$ cat config.mk
export PLATFORM = sky130hd
export DESIGN_NAME = prbs31_bert_ctrl
export DESIGN_NICKNAME = d
export VERILOG_FILES = /design/src/rtl/prbs_bert_pkg.sv /design/src/rtl/prbs31_lfsr.sv /design/src/rtl/prbs31_bert_ctrl.sv
export SDC_FILE = /design/constraint.sdc
export NUM_CORES = 1
export LEC_CHECK = 0
export BUFFER_PORTS_ARGS = -buffer_cell sky130_fd_sc_hd__buf_2
export CAP_MARGIN = 10
export CORE_MARGIN = 2
export CORE_UTILIZATION = 30
export CTS_CLUSTER_SIZE = 30
export DETAILED_ROUTE_END_ITERATION = 6
export GPL_ROUTABILITY_DRIVEN = 0
export GPL_TIMING_DRIVEN = 1
export REMOVE_ABC_BUFFERS = 1
export SLEW_MARGIN = 20
export SYNTH_ARGS = -nofsm -noshare
export SYNTH_HDL_FRONTEND = slang
export SYNTH_HIERARCHICAL = 1
export SYNTH_SLANG_ARGS = --single-unit
$ cat constraint.sdc
create_clock -name clk -period 2 [get_ports clk]
set_clock_uncertainty 0.05 [all_clocks]
set_input_delay 0.3 -clock clk [delete_from_list [all_inputs] [get_ports clk]]
set_output_delay 0.3 -clock clk [all_outputs]
set_load 0.05 [all_outputs]
$ cat src/rtl/prbs_bert_pkg.sv
// Shared definitions for the PRBS31 bit-error-rate tester.
// Latency: n/a (types, constants and one helper function only).
// Backpressure: n/a.
// Contents: FSM state encoding, generator seed, feedback taps, error window length,
// and the feedback helper used by both the generator and the checker.
package prbs_bert_pkg;

  typedef enum logic [2:0] {
    ST_IDLE  = 3'd0,
    ST_SYNC  = 3'd1,
    ST_CHECK = 3'd2
  } bert_state_t;

  localparam logic [30:0] SEED    = 31'd1;
  localparam int          TAP_A   = 30;
  localparam int          TAP_B   = 27;
  localparam int          WIN_LEN = 32;

  // x^31 + x^28 + 1 feedback: next bit of the sequence from the current 31-bit history.
  function automatic logic prbs_fb(input logic [30:0] v);
    return v[TAP_A] ^ v[TAP_B];
  endfunction

endpackage

$ cat src/rtl/prbs31_lfsr.sv
// PRBS31 generator LFSR (x^31 + x^28 + 1), shift-left Fibonacci form.
// Latency: q updates on the rising edge after load/adv.
// Backpressure: none; the register holds whenever neither load nor adv is high.
// Ports: clk, rst_n (async, active-low) | load (reseed, wins over adv), adv (step one bit) | q[30:0] state.
module prbs31_lfsr
  import prbs_bert_pkg::*;
(
  input  logic        clk,
  input  logic        rst_n,
  input  logic        load,
  input  logic        adv,
  output logic [30:0] q
);

  always_ff @(posedge clk or negedge rst_n) begin
    if (!rst_n) begin
      q <= SEED;
    end else if (load) begin
      q <= SEED;
    end else if (adv) begin
      q <= {q[29:0], prbs_fb(q)};
    end
  end

endmodule

$ cat src/rtl/prbs31_bert_ctrl.sv
// PRBS31 bit-error-rate tester: generator, self-synchronising checker, lock and loss detection.
// Latency: err_cnt and locked update one cycle after the checked bit; tx_bit is registered.
// Backpressure: none; ena=0 freezes every register and masks start/stop.
// Ports: clk, rst_n (async, active-low) | ena, start, stop, inject | rx_bit in, tx_bit out |
//        locked, err_cnt[ERR_W-1:0], state[2:0] (0 IDLE, 1 SYNC, 2 CHECK).
// Build option: define PRBS_ERR_INJECT_EN to enable single-bit error injection on tx_bit.
module prbs31_bert_ctrl
  import prbs_bert_pkg::*;
#(
  parameter int LOCK_BITS = 64,
  parameter int LOSS_THR  = 4,
  parameter int ERR_W     = 16
) (
  input  logic             clk,
  input  logic             rst_n,
  input  logic             ena,
  input  logic             start,
  input  logic             stop,
  input  logic             inject,
  input  logic             rx_bit,
  output logic             tx_bit,
  output logic             locked,
  output logic [ERR_W-1:0] err_cnt,
  output logic [2:0]       state
);

  localparam int          RUN_W    = $clog2(LOCK_BITS + 1);
  localparam int          WERR_W   = $clog2(LOSS_THR + 1);
  localparam int          WPOS_W   = $clog2(WIN_LEN);
  localparam logic [4:0]  SYNC_END = 5'd30;  // last of the 31 seeding cycles

  bert_state_t       state_q, state_nxt;
  logic [30:0]       gen_q;
  logic [30:0]       chk;
  logic [4:0]        sync_cnt;
  logic [RUN_W-1:0]  run_cnt;
  logic [WPOS_W-1:0] win_pos;
  logic [WERR_W-1:0] win_err;

  logic        cmd_stop, cmd_start;
  logic [30:0] chk_shift;
  logic        expected, bit_err, sync_done, sync_zero, loss;

  // stop beats start; both are only honoured on enabled cycles
  assign cmd_stop  = ena & stop;
  assign cmd_start = ena & start & ~stop;

  assign chk_shift = {chk[29:0], rx_bit};
  assign expected  = prbs_fb(chk);
  assign bit_err   = (state_q == ST_CHECK) && (rx_bit != expected);
  assign sync_done = (state_q == ST_SYNC) && (sync_cnt == SYNC_END);
  // an all-zero history is the LFSR lock-up state and cannot predict anything
  assign sync_zero = (chk_shift == 31'd0);
  assign loss      = bit_err && (win_err == WERR_W'(LOSS_THR - 1));

  prbs31_lfsr u_lfsr (
    .clk   (clk),
    .rst_n (rst_n),
    .load  (cmd_start),
    .adv   (ena && (state_q != ST_IDLE)),
    .q     (gen_q)
  );

  // ---------------- FSM ----------------
  always_ff @(posedge clk or negedge rst_n) begin
    if (!rst_n) begin
      state_q <= ST_IDLE;
    end else begin
      state_q <= state_nxt;
    end
  end

  always_comb begin
    state_nxt = state_q;
    if (cmd_stop) begin
      state_nxt = ST_IDLE;
    end else if (cmd_start) begin
      state_nxt = ST_SYNC;
    end else if (ena) begin
      case (state_q)
        ST_SYNC:  if (sync_done && !sync_zero) state_nxt = ST_CHECK;
        ST_CHECK: if (loss) state_nxt = ST_SYNC;
        default:  state_nxt = state_q;
      endcase
    end
  end

  assign state = state_q;

  // ---------------- checker datapath ----------------
  always_ff @(posedge clk or negedge rst_n) begin
    if (!rst_n) begin
      chk      <= '0;
      sync_cnt <= '0;
      run_cnt  <= '0;
      win_pos  <= '0;
      win_err  <= '0;
      locked   <= 1'b0;
      err_cnt  <= '0;
    end else if (cmd_stop) begin
      locked <= 1'b0;
    end else if (cmd_start) begin
      sync_cnt <= '0;
      run_cnt  <= '0;
      win_pos  <= '0;
      win_err  <= '0;
      locked   <= 1'b0;
      err_cnt  <= '0;
    end else if (ena) begin
      case (state_q)
        ST_SYNC: begin
          chk      <= chk_shift;
          sync_cnt <= sync_done ? 5'd0 : sync_cnt + 5'd1;
        end
        ST_CHECK: begin
          // the checker free-runs on its own prediction so one bad bit costs one error
          chk <= {chk[29:0], expected};
          if (bit_err) begin
            run_cnt <= '0;
            if (err_cnt != '1) err_cnt <= err_cnt + ERR_W'(1);
          end else begin
            if (run_cnt != RUN_W'(LOCK_BITS)) run_cnt <= run_cnt + RUN_W'(1);
            if (run_cnt == RUN_W'(LOCK_BITS - 1)) locked <= 1'b1;
          end
          if (loss) begin
            locked   <= 1'b0;
            win_pos  <= '0;
            win_err  <= '0;
            sync_cnt <= '0;
          end else begin
            if (win_pos == WPOS_W'(WIN_LEN - 1)) begin
              win_pos <= '0;
              win_err <= '0;
            end else begin
              win_pos <= win_pos + WPOS_W'(1);
              if (bit_err) win_err <= win_err + WERR_W'(1);
            end
          end
        end
        default: ;
      endcase
    end
  end

  // ---------------- transmit path ----------------
`ifdef PRBS_ERR_INJECT_EN
  logic inj_q;

  // one-shot inversion; the generator itself never sees the injected error
  always_ff @(posedge clk or negedge rst_n) begin
    if (!rst_n) begin
      inj_q <= 1'b0;
    end else if (ena) begin
      inj_q <= inject && (state_q != ST_IDLE);
    end
  end

  assign tx_bit = gen_q[TAP_A] ^ inj_q;
`else
  logic unused_inject;
  assign unused_inject = inject;
  assign tx_bit        = gen_q[TAP_A];
`endif

endmodule

==> impl_metrics.env, run 1 <==
export IMPL_status="finished, final reports clean"
export IMPL_worst_r2r_endpoint="err_cnt[11]"
export IMPL_ys_top_cells_by_area="dfrtp_1 51%, mux2_2 7.5%, mux2i_1 6.3%"
export IMPL_hold_viol_final=0
export IMPL_clock_fmax_mhz=505
export IMPL_die_h_um=132
export IMPL_post_place_cells=712
export IMPL_final_area_sq_um=5950
export IMPL_worst_path_max_fanout=4
export IMPL_regArea_sq_um=2530
export IMPL_r2r_cells=5
export IMPL_synthArstFlopShare=1.00
export IMPL_netlist_cell_type_count=60
export IMPL_wire_per_inst_um=13.9
export IMPL_endpoint_kind="flip-flop"
export IMPL_layout_drive_gt1_share=0.278
export IMPL_cts_tree="yes"
export IMPL_synth_seq_cells=101
export IMPL_utilization=0.373
export IMPL_min_delay_start="stop"
export IMPL_ir_worst_vdd_mv=0.483
export IMPL_boundaryPins=28
export IMPL_drtAntennaViolNets=0
export IMPL_clk_pin_slew_ns=0.07
export IMPL_post_route_period_util=0.990
export IMPL_nNetsFinal=535
export IMPL_cts_inserted_buffers=9
export IMPL_drv_cap=0
export IMPL_dp_hpwl_mm=7.14
export IMPL_crit_type="flip-flop to flip-flop"
export IMPL_port_buffers=25
export IMPL_p_sw_frac=0.317
export IMPL_cts_htree_levels=3
export IMPL_cpPeakStageDelay_ns=0.44
export IMPL_worstPathRequired_ns=2.23
export IMPL_area_growth_pct=20.8
export IMPL_initial_utilization=0.309
export IMPL_cpMaxStageDelayCell="xnor3_2"
export IMPL_antenna_found_initial=0
export IMPL_reg2reg_from="chk[30]"
export IMPL_r2r_setup_slack_ns=0.02
export IMPL_fin_total_pwr_mw=5.52
export IMPL_grt_ovfl_total=0
export IMPL_worstHoldPathCells=2
export IMPL_coreArea_sq_um=15900
export IMPL_first_iter_violations=179
export IMPL_vias_per_cell=4.89
export IMPL_synth_seq_area_share=0.513
export IMPL_antenna_cells=0
export IMPL_ys_flop_type="dfrtp_1"
export IMPL_setup_ws_ns=0.0193
export IMPL_cp_data_arrival_time_ns=2.21
export IMPL_rows=46
export IMPL_clk_path_buf_depth=2
export IMPL_slew_viol_final=0
export IMPL_internal_power_mw=3.77
export IMPL_pwr_share_comb=0.246
export IMPL_grt_max_degree=40
export IMPL_min_to="state[0]"
export IMPL_postSynthAreaPerCell_sq_um=11.0
export IMPL_rsz0062_at_grt="true"
export IMPL_grt_pass1_wl_mm=17.8
export IMPL_insertion_delay_ns=0.35
export IMPL_setup_violations=0
export IMPL_wirelength_mm=10.2
export IMPL_placed_area_sq_um=5550
export IMPL_p_clk_frac=0.302
export IMPL_first_pass_iters=4
export IMPL_grt_pass1_vias=3752
export IMPL_synth_edff_count=0
export IMPL_synth_top_area_frac=0.508
export IMPL_post_place_ws_ns=-0.0688
export IMPL_syn_cell_area_sq_um=4920
export IMPL_numClockSinks=101
export IMPL_hp_class="input port to flip-flop"
export IMPL_power_density_nw_per_um2=928
export IMPL_crit_chain="xnor3_2 > nand2b_4 > a2111o_1 > or4_1 > nand3_1"
export IMPL_multiInputGateArea_sq_um=2200
export IMPL_root_buffer="clkbuf_16"
export IMPL_syn_inst=448
export IMPL_yosysWarnings=6
export IMPL_dieArea_sq_um=17500
export IMPL_vias=3602
export IMPL_die_width_um=132
export IMPL_period_minus_slack_ns=1.98
export IMPL_drc=0
export IMPL_fillers=1555
export IMPL_crit_path_start_kind="flip-flop"
export IMPL_seqPwrFrac=0.452
export IMPL_total_leakage_power_nw=2.86
export IMPL_switching_power_mw=1.75
export IMPL_synth_top_area_cell="dfrtp_1"
export IMPL_instances_no_fill=737
export IMPL_grt_usage=0.123
-- worst max-delay path, delay by kind of cell, from the launching register on --
family	cells	cell delay, ns
AOI/OAI and AO/OA	1	0.34
xor gates and xnor gates	1	0.44
DFF	1	0.39
and+or+nand+nor	3	0.68
-- how the worst max path moves through the flow --
stage	startpoint	end	slack (ns)	cells after the start
2_1_floorplan	state[0]	u_lfsr/q[10]	-1.56	5
4_1_cts	chk[27]	err_cnt[11]	-0.04	5
6_report	chk[30]	err_cnt[11]	0.02	5
5_1_grt	chk[30]	err_cnt[11]	-0.05	5
3_5_place_dp	chk[30]	err_cnt[11]	-0.07	5
3_3_place_gp	chk[27]	err_cnt[14]	-0.04	5
-- registers in the layout, indices dropped and copies added (netlist names) --
register,cells
locked,1
chk,31
u_lfsr/q,31
err_cnt,16
win_pos,5
run_cnt,7
state,2
win_err,3
sync_cnt,5
-- cells in the final DEF (no fill, tap or decap), types with 12 or more instances in the layout --
| cell | n |
|---|---|
| dfrtp_1 | 100 |
| nor2_1 | 47 |
| buf_4 | 47 |
| mux2_2 | 33 |
| mux2i_1 | 31 |
| nand2_1 | 29 |
| buf_2 | 24 |
| o21ai_0 | 19 |
| inv_1 | 16 |
| nand3_1 | 15 |
| ha_1 | 12 |
-- cells in the mapped netlist (all sizes together), types with 7 or more instances --
| cell | instances |
|---|---|
| a21oi | 12 |
| a31oi | 7 |
| and3 | 8 |
| buf | 11 |
| clkbuf | 11 |
| dfrtp | 100 |
| ha | 12 |
| inv | 17 |
| mux2 | 33 |
| mux2i | 31 |
| nand2 | 29 |
| nand3 | 15 |
| nand4 | 11 |
| nor2 | 49 |
| nor4 | 11 |
| o211ai | 9 |
| o21ai | 21 |
-- timing repair --
item	CTS	global route
hold endpoints to repair	28	0
setup buffers	6	2
pin swaps	1	7
hold buffers	1	0
resized for setup	0	12
setup endpoints to repair	8	21
-- cell type report --
cell class | instances | share of cell area
sequential | 101 | 0.425
multi-input combinational | 308 | 0.370
timing repair buffer | 79 | 0.100
tap | 216 | 0.0454
clock buffer | 10 | 0.0402
inverter | 17 | 0.0107
clock inverter | 6 | 0.00778
-- power groups by stage --
stage | clock [mW] | combinational (mW) | sequential, mW
floorplan | 0 | 0.795 | 2.60
global placement | 0 | 1.29 | 2.51
detailed placement | 0 | 1.34 | 2.53
CTS | 1.73 | 1.35 | 2.49
global route | 1.81 | 1.50 | 2.54
finish | 1.67 | 1.36 | 2.49
-- routing by layer --
metal,wire (um),global-route usage,vias to the layer above
met2,4960,0.204,48
met5,0,0,-
met1,4780,0.157,1763
li1,-,-,1769
met3,251,0.0227,22
met4,236,0.0574,0
-- metrics by stage --
stage               setup TNS, ns  hold slack [ns]
CTS                        -0.112            0.119
detailed placement         -0.266            0.226
global route               -0.251            0.131
floorplan                  -69.40          -0.0456
finish                          0            0.140
global placement           -0.140            0.221
-- logic make-up (layout without fill, tap and decap cells) --
logic type / Yosys count / after routing / share of synthesized area
adder cells (fa/ha/maj): 12 / 12 / 0.0305
XOR/XNOR: 4 / 4 / 0.0102
other: 1 / 1 / 0.000761
multiplexers: 64 / 64 / 0.138
flip-flops: 101 / 101 / 0.513
AO/OA/AOI/OAI: 74 / 74 / 0.101
buffers and inverters: 39 / 112 / 0.0478
AND/OR/NAND/NOR: 153 / 153 / 0.158
(Power assumes the default switching activity.)
==> inputs of run 2 (changes only) <==
--- a/config.mk
+++ b/config.mk
@@ -17,5 +17,4 @@
 export SLEW_MARGIN = 20
 export SYNTH_ARGS = -nofsm -noshare
 export SYNTH_HDL_FRONTEND = slang
-export SYNTH_HIERARCHICAL = 1
 export SYNTH_SLANG_ARGS = --single-unit
==> run 2 against run 1 <==
  * Final area down 3.4%
  * Sequential share of layout area up 1.5 points
  * Register-to-register slack better by 0.11 ns
  * Via count up 0.17%
  * Flip-flop and latch count unchanged
  * Highest routed layer unchanged
==> impl_metrics.env, run 2 <==
export IMPL_postSynthAreaPerCell_sq_um=10.2
export IMPL_boundaryPins=28
export IMPL_first_iter_violations=198
export IMPL_area_growth_pct=19.1
export IMPL_drv_cap=0
export IMPL_clk_pin_slew_ns=0.07
export IMPL_period_minus_slack_ns=1.87
export IMPL_port_buffers=25
export IMPL_setup_violations=0
export IMPL_die_width_um=131
export IMPL_ys_top_cells_by_area="dfrtp_1 52%, mux2_2 7.7%, nand2_1 6.8%"
export IMPL_final_cell_mix="100 x dfrtp_1, 87 x nand2_1, 35 x a21oi_1"
export IMPL_root_buffer="clkbuf_16"
export IMPL_crit_type="flip-flop to flip-flop"
export IMPL_reg_largest_list="chk: 31 flops, u_lfsr.q: 31 flops, err_cnt: 16 flops"
export IMPL_antenna_found_initial=0
export IMPL_grt_usage=0.126
export IMPL_first_pass_iters=4
export IMPL_coreArea_sq_um=15800
export IMPL_setup_ws_ns=0.132
export IMPL_synth_most_common_cell="dfrtp_1"
export IMPL_grt_pass1_vias=3629
export IMPL_cts_tree="yes"
export IMPL_crit_path_start_kind="flip-flop"
export IMPL_synth_edff_count=0
export IMPL_clock_fmax_mhz=535
export IMPL_drc=0
export IMPL_wire_per_inst_um=13.1
export IMPL_worst_path_max_fanout=14
export IMPL_die_h_um=131
export IMPL_synth_top_area_frac=0.519
export IMPL_critPathMostFrequentCell="buf_4"
export IMPL_post_place_ws_ns=-0.0799
export IMPL_insertion_delay_ns=0.35
export IMPL_cp_data_arrival_time_ns=2.06
export IMPL_layout_drive_gt1_share=0.227
export IMPL_dieArea_sq_um=17100
export IMPL_power_density_nw_per_um2=871
export IMPL_timing_setup_tns_ns=0
export IMPL_vias=3608
export IMPL_clk_path_buf_depth=2
export IMPL_critical_path_top_delay_family="compound AO/OA/AOI/OAI gates"
export IMPL_status="finished, final reports clean"
export IMPL_hp_class="input port to flip-flop"
export IMPL_synth_common_cells="100 x dfrtp_1, 87 x nand2_1, 36 x a21oi_1"
export IMPL_ir_worst_vdd_mv=0.438
export IMPL_synth_seq_area_share=0.524
export IMPL_worstPathRequired_ns=2.19
export IMPL_post_route_period_util=0.934
export IMPL_worstHoldPathCells=4
export IMPL_cts_htree_levels=3
export IMPL_r2r_cells=7
export IMPL_total_leakage_power_nw=2.64
export IMPL_cpMaxStageDelayCell="o31ai_1"
export IMPL_worst_pin_slew_ns=0.530
export IMPL_vias_per_cell=4.87
export IMPL_syn_inst=473
export IMPL_initial_utilization=0.305
export IMPL_hold_viol_final=0
export IMPL_dp_hpwl_mm=6.89
export IMPL_cts_setup_buffers=0
export IMPL_fin_total_pwr_mw=5.01
export IMPL_timing_hold_ws_ns=0.274
export IMPL_max_slew_margin=0.645
export IMPL_antenna_cells=0
export IMPL_crit_chain="ha_1 > buf_4 > o31ai_1 > a21o_1 > buf_4 > o21ai_0 > o41ai_1"
export IMPL_grt_ovfl_total=0
export IMPL_synthArstFlopShare=1.00
export IMPL_utilization=0.363
export IMPL_slew_viol_final=0
export IMPL_final_common_cell="dfrtp_1"
export IMPL_ys_flop_type="dfrtp_1"
export IMPL_crit_cells=7
export IMPL_drtAntennaViolNets=0
export IMPL_cts_inserted_buffers=9
export IMPL_endpoint_kind="flip-flop"
export IMPL_rows=46
export IMPL_numClockSinks=101
export IMPL_grt_pass1_wl_mm=17.2
export IMPL_syn_cell_area_sq_um=4820
export IMPL_grt_max_degree=41
export IMPL_nNetsFinal=539
export IMPL_synth_top_area_cell="dfrtp_1"
export IMPL_cpPeakStageDelay_ns=0.45
export IMPL_netlist_cell_type_count=55
export IMPL_yosysWarnings=0
export IMPL_wirelength_mm=9.70
export IMPL_path_buf_inv=2
export IMPL_synth_seq_cells=101
-- run 2: cell count changes in the layout (fill, tap and decap cells not counted), sizes merged, moves of 4 or more --
cell	before	now
nor2	49	17
inv	19	14
o311ai	1	5
o31ai	1	10
a31oi	7	2
buf	78	57
mux2i	31	1
a21oi	12	36
nand2	29	87
-- run 2: worst register-to-register path: cells and delay by family (launching register included) --
kind	cells	cell delay, ns
compound gates	4	0.76
flops	1	0.42
fa+ha+maj	1	0.21
buf+inv	2	0.32
-- run 2: layer usage --
layer	vias to the layer above	track usage	wire, um
met5	-	0	0
met3	11	0.0383	421
met1	1760	0.171	4740
met4	0	0.0469	148
met2	47	0.190	4390
li1	1790	-	-
-- run 2: report_power, final --
part,internal (mW),leakage (nW),switching [mW]
combinational,0.296,1.10,0.438
clock,1.11,0.155,0.781
sequential,2.23,1.38,0.154
-- run 2: area by class of cell --
type                            instances  area, sq um
Clock buffer                           10          229
Clock inverter                          6         96.3
Fill cell                            1597        10100
Inverter                               13         48.8
Multi-Input combinational cell        337         2170
Sequential cell                       101         2530
Tap cell                              216          270
Timing Repair Buffer                   58          403
-- run 2: cells by family (layout without fill, tap and decap cells) --
kind of cell / after synthesis / in the layout / synth area share
flops: 101 / 101 / 0.524
buf+inv: 35 / 87 / 0.0311
mux: 34 / 34 / 0.0791
compound gates: 99 / 99 / 0.135
xor+xnor: 8 / 8 / 0.0179
other cells: 1 / 1 / 0.000777
simple gates: 183 / 183 / 0.181
fa+ha+maj: 12 / 12 / 0.0311
-- run 2: timing repair --
item / in CTS / in global routing
endpoints found under the hold margin: 24 / 0
pin swaps: 0 / 1
cloned: 0 / 0
setup endpoints to repair: 8 / 10
gates resized for setup: 1 / 5
hold buffers: 1 / 0
-- run 2: through the flow --
stage	area, sq um	std cells
6_report	5750	741
5_1_grt	5750	741
4_1_cts	5730	741
3_5_place_dp	5390	724
3_3_place_gp	5390	724
2_1_floorplan	4720	451
-- run 2: worst paths after layout --
check,start,endpoint,slack (ns)
setup / recovery,state[1],sync_cnt[2],0.13
hold / removal,ena,locked,0.27
setup reg to reg,state[1],sync_cnt[2],0.13
hold reg to reg,win_pos[4],win_pos[4],0.44
max in group asynchronous,rst_n,u_lfsr.q[0],0.89
min in group asynchronous,rst_n,chk[11],0.35
